[config.mk]
export PLATFORM = sky130hd
export DESIGN_NAME = mem_arbiter
export DESIGN_NICKNAME = d
export VERILOG_FILES = /design/src/rtl/mem_arbiter.sv
export SDC_FILE = /design/constraint.sdc
export NUM_CORES = 1
export LEC_CHECK = 0
export CELL_PAD_IN_SITES_DETAIL_PLACEMENT = 0
export CELL_PAD_IN_SITES_GLOBAL_PLACEMENT = 1
export CORE_UTILIZATION = 13
export CTS_CLUSTER_DIAMETER = 120
export DETAILED_ROUTE_END_ITERATION = 10
export GPL_TIMING_DRIVEN = 0
export MAX_ROUTING_LAYER = met4
export PLACE_DENSITY = 0.92
export SLEW_MARGIN = 0
export SYNTH_ARGS = -nofsm -noshare
export SYNTH_HDL_FRONTEND = slang
export SYNTH_SLANG_ARGS = --single-unit
[constraint.sdc]
create_clock -name clk_i -period 2.9 [get_ports clk_i]
set_input_delay 0.435 -clock clk_i [delete_from_list [all_inputs] [get_ports clk_i]]
set_output_delay 0.435 -clock clk_i [all_outputs]
set_load 0.05 [all_outputs]
[src/rtl/mem_arbiter.sv]
// mem_arbiter: N-master arbiter in front of a single-port RAM with a fixed
// one-cycle read latency. Arbitration is combinational; every grant gets
// exactly one response pulse on the following cycle, carrying read data for
// in-range reads and an error flag for accesses outside the RAM window.
//
// Handshake: a master raises req_i with we/be/addr/wdata stable and holds all
// of them until it sees gnt_o high in the same cycle; that cycle is the
// transfer. The response (rvalid_o/err_o/rdata_o) is valid for exactly the
// next cycle, with no back-pressure on either side.
module mem_arbiter #(
  parameter int          NumMasters = 2,
  parameter int          AddrWidth  = 32,
  parameter int          DataWidth  = 32,
  parameter logic [31:0] MemStart   = 32'h00000000,
  parameter int unsigned MemSize    = 8192,
  parameter int          RoundRobin = 1,
  localparam int         BeWidth    = DataWidth / 8
) (
  input  logic                            clk_i,
  input  logic                            rst_ni,
  input  logic [NumMasters-1:0]           req_i,
  input  logic [NumMasters-1:0]           we_i,
  input  logic [NumMasters*BeWidth-1:0]   be_i,
  input  logic [NumMasters*AddrWidth-1:0] addr_i,
  input  logic [NumMasters*DataWidth-1:0] wdata_i,
  output logic [NumMasters-1:0]           gnt_o,
  output logic [NumMasters-1:0]           rvalid_o,
  output logic [NumMasters-1:0]           err_o,
  output logic [DataWidth-1:0]            rdata_o,
  output logic                            mem_req_o,
  output logic                            mem_we_o,
  output logic [BeWidth-1:0]              mem_be_o,
  output logic [AddrWidth-1:0]            mem_addr_o,
  output logic [DataWidth-1:0]            mem_wdata_o,
  input  logic [DataWidth-1:0]            mem_rdata_i
);

  localparam int IdxW = (NumMasters > 1) ? $clog2(NumMasters) : 1;
  localparam logic [AddrWidth-1:0] AddrMask = ~(AddrWidth'(MemSize - 1));
  localparam logic [AddrWidth-1:0] AddrBase = AddrWidth'(MemStart);
  localparam logic [IdxW-1:0]      PtrInit  = IdxW'(NumMasters - 1);

  // last-granted pointer and the one-deep response register
  logic [IdxW-1:0]      r_ptr;
  logic                 r_rsp_valid;
  logic [IdxW-1:0]      r_rsp_idx;
  logic                 r_rsp_err;
  logic                 r_rsp_rd;

  logic                 w_any;
  logic [IdxW-1:0]      w_idx;
  logic                 w_we;
  logic [BeWidth-1:0]   w_be;
  logic [AddrWidth-1:0] w_addr;
  logic [DataWidth-1:0] w_wdata;
  logic                 w_inrange;
  logic                 w_access;

  // pick the winner: first requester after r_ptr (round-robin) or lowest index
  always_comb begin
    w_any = 1'b0;
    w_idx = '0;
    if (RoundRobin != 0) begin
      for (int i = 1; i <= NumMasters; i++) begin
        for (int k = 0; k < NumMasters; k++) begin
          if (!w_any && (k == (int'(r_ptr) + i) % NumMasters) && req_i[k]) begin
            w_any = 1'b1;
            w_idx = IdxW'(k);
          end
        end
      end
    end else begin
      for (int k = 0; k < NumMasters; k++) begin
        if (!w_any && req_i[k]) begin
          w_any = 1'b1;
          w_idx = IdxW'(k);
        end
      end
    end
    // nothing is granted while reset is held, whatever the masters drive
    if (!rst_ni) begin
      w_any = 1'b0;
    end
  end

  // route the winner's request fields
  always_comb begin
    w_we    = 1'b0;
    w_be    = '0;
    w_addr  = '0;
    w_wdata = '0;
    for (int k = 0; k < NumMasters; k++) begin
      if (w_idx == IdxW'(k)) begin
        w_we    = we_i[k];
        w_be    = be_i[k*BeWidth +: BeWidth];
        w_addr  = addr_i[k*AddrWidth +: AddrWidth];
        w_wdata = wdata_i[k*DataWidth +: DataWidth];
      end
    end
  end

  assign w_inrange = ((w_addr & AddrMask) == AddrBase);
  assign w_access  = w_any && w_inrange;

  // grant vector and RAM port; the port is all-zero unless an in-range access wins
  always_comb begin
    for (int k = 0; k < NumMasters; k++) begin
      gnt_o[k] = w_any && (w_idx == IdxW'(k));
    end
    mem_req_o   = w_access;
    mem_we_o    = w_access ? w_we    : 1'b0;
    mem_be_o    = w_access ? w_be    : '0;
    mem_addr_o  = w_access ? w_addr  : '0;
    mem_wdata_o = w_access ? w_wdata : '0;
  end

  // capture the response for the grant of this cycle and advance the pointer
  always_ff @(posedge clk_i or negedge rst_ni) begin
    if (!rst_ni) begin
      r_ptr       <= PtrInit;
      r_rsp_valid <= 1'b0;
      r_rsp_idx   <= '0;
      r_rsp_err   <= 1'b0;
      r_rsp_rd    <= 1'b0;
    end else begin
      r_rsp_valid <= w_any;
      r_rsp_idx   <= w_idx;
      r_rsp_err   <= w_any && !w_inrange;
      r_rsp_rd    <= w_access && !w_we;
      if (w_any) begin
        r_ptr <= w_idx;
      end
    end
  end

  // response outputs; read data is only forwarded for in-range reads
  always_comb begin
    for (int k = 0; k < NumMasters; k++) begin
      rvalid_o[k] = r_rsp_valid && (r_rsp_idx == IdxW'(k));
      err_o[k]    = r_rsp_valid && (r_rsp_idx == IdxW'(k)) && r_rsp_err;
    end
    rdata_o = (r_rsp_valid && r_rsp_rd) ? mem_rdata_i : '0;
  end

endmodule

==> summary.txt <==
CTS Buffer Depth = 2
Syn Std Cell Area = 0.00175 mm2
Initial Utilization = 0.133
Endpoints failing setup = 0
CP Cell Sequence = clkdlybuf4s50_1 -> nor4_1 -> nand4_1 -> buf_4 -> or2_1 -> a21oi_1 -> clkdlybuf4s18_2
Gpl congestion = 0.752
Reg2Reg Launch Point = r_ptr$_DFFE_PN1P_
Clk sinks = 5
Vias per inst = 4.44
Area contributors post-synth = nand4_1 18%, o21ai_1 15%, nand3_1 14%, and3_1 12%, buf_4 11%
WP data required = 2.47 ns
Clk pwr share = 0.309
Synth-to-Final Area Change = 162%
Largest net degree at the start of global routing = 11
Post-DR wirelength/cell = 14.7 um
Fmax achieved = 353 MHz
Global-route wire length before repair = 16900 um
Syn Inst Count = 279
Die Y = 118 um
Total GRT Usage = 0.152
Int Pwr = 0.508 mW
Vias after detailed routing = 3300
Drt first pass iters = 4
Post-route antenna net violation count = 0
Sequential power share = 0.114
Clock transition at path regs = 0.03 ns
H-tree Lvls = 1
FF+latch count, synth = 5
Number of global-route vias before repair = 3162
Final wirelength = 11000 um
CTS tree = yes
FP Rows = 42
Slew headroom = 0.648
DRC = 0
# IOs = 282
Initial antenna violation count = 0
Status = completed
Arrival @ worst endpoint = 2.40 ns
Crit. End Element = primary output
Final hold violations = 0
Yosys warning count = 0
GRT Residual Overflow = 0
Sw frac = 0.296
Die Area = 0.0140 mm2
Crit path largest cell delay = 0.42 ns
Critical Path Start Type = input port
Place WS = -0.978 ns
Setup ws final = 0.0677 ns
# diodes = 0
CTS Root Cell = clkbuf_16
Core Area = 0.0132 mm2
Setup TNS = 0 ns
Worst min-delay path class = input port to async pin
Max Cap Viol = 0
Crit path kind = input port to primary output
Register area share after synthesis = 0.0720
Switching pwr = 0.214 mW
Clock skew = 0.000729 ns
Power Total = 0.722 mW
NumNets Final = 743
Share of post-route cells with drive strength above 1 = 0.190
Yosys cell types = 30
Gate power share = 0.577
Synth top area share = 0.182
Max Slew Vio Count = 0
Leakage = 1.89 nW
DIE WIDTH = 118 um
Power per cell area = 157 mW/mm2
Crit share post-route = 0.977
Cell taking the most area after synthesis = nand4_1
Initial DRC Count = 129
Synth Area per Inst = 6.29 um2
Max VDD drop = 122 uV
Detail Placement HPWL = 8610 um
Crit path from = addr_i[60]
Layout fillers = 1466
Crit Path Max Fanout = 7
Slew @ Worst Pin = 0.526 ns
CTS buffer count = 3
Final min period = 2.83 ns
Port Buffer Count = 262
RSZ-0062 raised after global routing = true
Slowest stage cell on the critical path = clkdlybuf4s50_1
Worst skew pair latency = 0.22 ns
CTS Hold Bufs = 0
## layout make-up
class	instances	area, um2	area share
Timing Repair Buffer	267	2450	0.532
Buffer	57	389	0.0846
Inverter	2	7.51	0.00163
Sequential cell	5	126	0.0275
Tap cell	176	220	0.0479
Clock buffer	4	78.8	0.0171
Multi-Input combinational cell	233	1330	0.289
## state kept, by name (all words and copies together) (netlist names)
name,cells
r_rsp_err,1
r_rsp_idx,1
r_rsp_valid,1
r_ptr,1
r_rsp_rd,1
## cell usage in the layout (no fill, tap or decap)
cell type | netlist | layout
a21boi_2 | 1 | 1
a21o_1 | 1 | 1
a21oi_1 | 1 | 1
a21oi_4 | 0 | 1
and2_1 | 2 | 2
and3_1 | 35 | 35
buf_1 | 4 | 4
buf_2 | 9 | 41
buf_4 | 25 | 33
buf_8 | 5 | 5
clkbuf_1 | 14 | 12
clkbuf_16 | 0 | 3
clkbuf_2 | 0 | 2
clkbuf_4 | 0 | 16
clkdlybuf4s18_2 | 0 | 1
clkdlybuf4s50_1 | 0 | 208
conb_1 | 1 | 19
dfrtp_1 | 4 | 4
dfstp_2 | 1 | 1
dlygate4sd2_1 | 0 | 2
dlymetal6s2s_1 | 0 | 1
inv_1 | 2 | 2
nand2_1 | 3 | 3
nand3_1 | 50 | 50
nand3b_1 | 2 | 2
nand4_1 | 51 | 51
nand4b_1 | 1 | 1
nor2_1 | 1 | 1
nor2_8 | 1 | 1
nor2b_1 | 1 | 1
nor3_1 | 2 | 2
nor4_1 | 5 | 5
nor4_4 | 0 | 1
o21ai_0 | 1 | 1
o21ai_1 | 51 | 51
or2_1 | 1 | 1
or4_4 | 2 | 2
## final timing paths
| path | end | slack, ns | depth (start not counted) |
|---|---|---|---|
| max | mem_req_o | 0.07 | 7 |
| min | r_rsp_valid$_DFF_PN0_ | 0.08 | 1 |
| max reg2reg | r_ptr$_DFFE_PN1P_ | 1.51 | 5 |
| min reg2reg | r_ptr$_DFFE_PN1P_ | 0.53 | 1 |
| max in group asynchronous | r_ptr$_DFFE_PN1P_ | 2.54 | 1 |
| min in group clk_i | r_ptr$_DFFE_PN1P_ | 0.53 | 1 |
## cells in the mapped netlist
master,n
or4_4,2
buf_8,5
nand4b_1,1
nor2_8,1
buf_1,4
dfstp_2,1
conb_1,1
or2_1,1
a21o_1,1
nor4_2,1
and2_1,2
and3_1,35
nor2_1,1
nand3b_1,2
o21ai_0,1
buf_4,25
nand2_1,3
dfrtp_1,4
nand4_1,51
nor4_1,5
a21oi_2,1
a21boi_2,1
a21oi_1,1
o21ai_1,51
nor2b_1,1
nor3_1,2
buf_2,9
clkbuf_1,14
inv_1,2
nand3_1,50
## metal layers
layer | GRT usage | vias to the layer above | part of all wire
met5 | - | - | 0
met4 | 0.0192 | 0 | 0.0047
met1 | 0.190 | 1510 | 0.43
met3 | 0.0154 | 6 | 0.068
li1 | - | 1609 | -
met2 | 0.269 | 175 | 0.50
## power groups by stage
stage / combinational, mW / sequential (mW) / clock [mW]
after floorplan: 0.142 / 0.0807 / 0
after global placement: 0.408 / 0.0828 / 0
after detailed placement: 0.411 / 0.0829 / 0
after CTS: 0.418 / 0.0822 / 0.226
after global routing: 0.444 / 0.0832 / 0.233
final: 0.417 / 0.0820 / 0.223
## critical path: cells and delay by family
family	cells	cell delay [ns]
buffers and inverters	3	1.03
AOI/OAI and AO/OA	1	0.16
and+or+nand+nor	3	0.76
## cells by family after synthesis
family                 count (synthesis)  share of synthesized area
DFF                                    5                     0.0720
buffers and inverters                 59                      0.218
other                                  1                    0.00214
and+or+nand+nor                      158                      0.541
AOI/OAI and AO/OA                     56                      0.167
## through the flow
step | utilization | cells | cell area [um2] | hold slack, ns
final | 0.349 | 744 | 4600 | 0.0805
after global routing | 0.349 | 744 | 4600 | 0.115
after CTS | 0.363 | 744 | 4790 | 0.480
after detailed placement | 0.354 | 735 | 4660 | 0.524
after global placement | 0.354 | 735 | 4660 | 0.519
after floorplan | - | 297 | 1820 | 0.139
## repair_timing
item,4_1_cts,5_1_grt
gates resized for setup,188,96
pin swaps,2,0
setup endpoints to repair,53,53
setup buffers,5,0
Power figures use the tool's default switching activity.
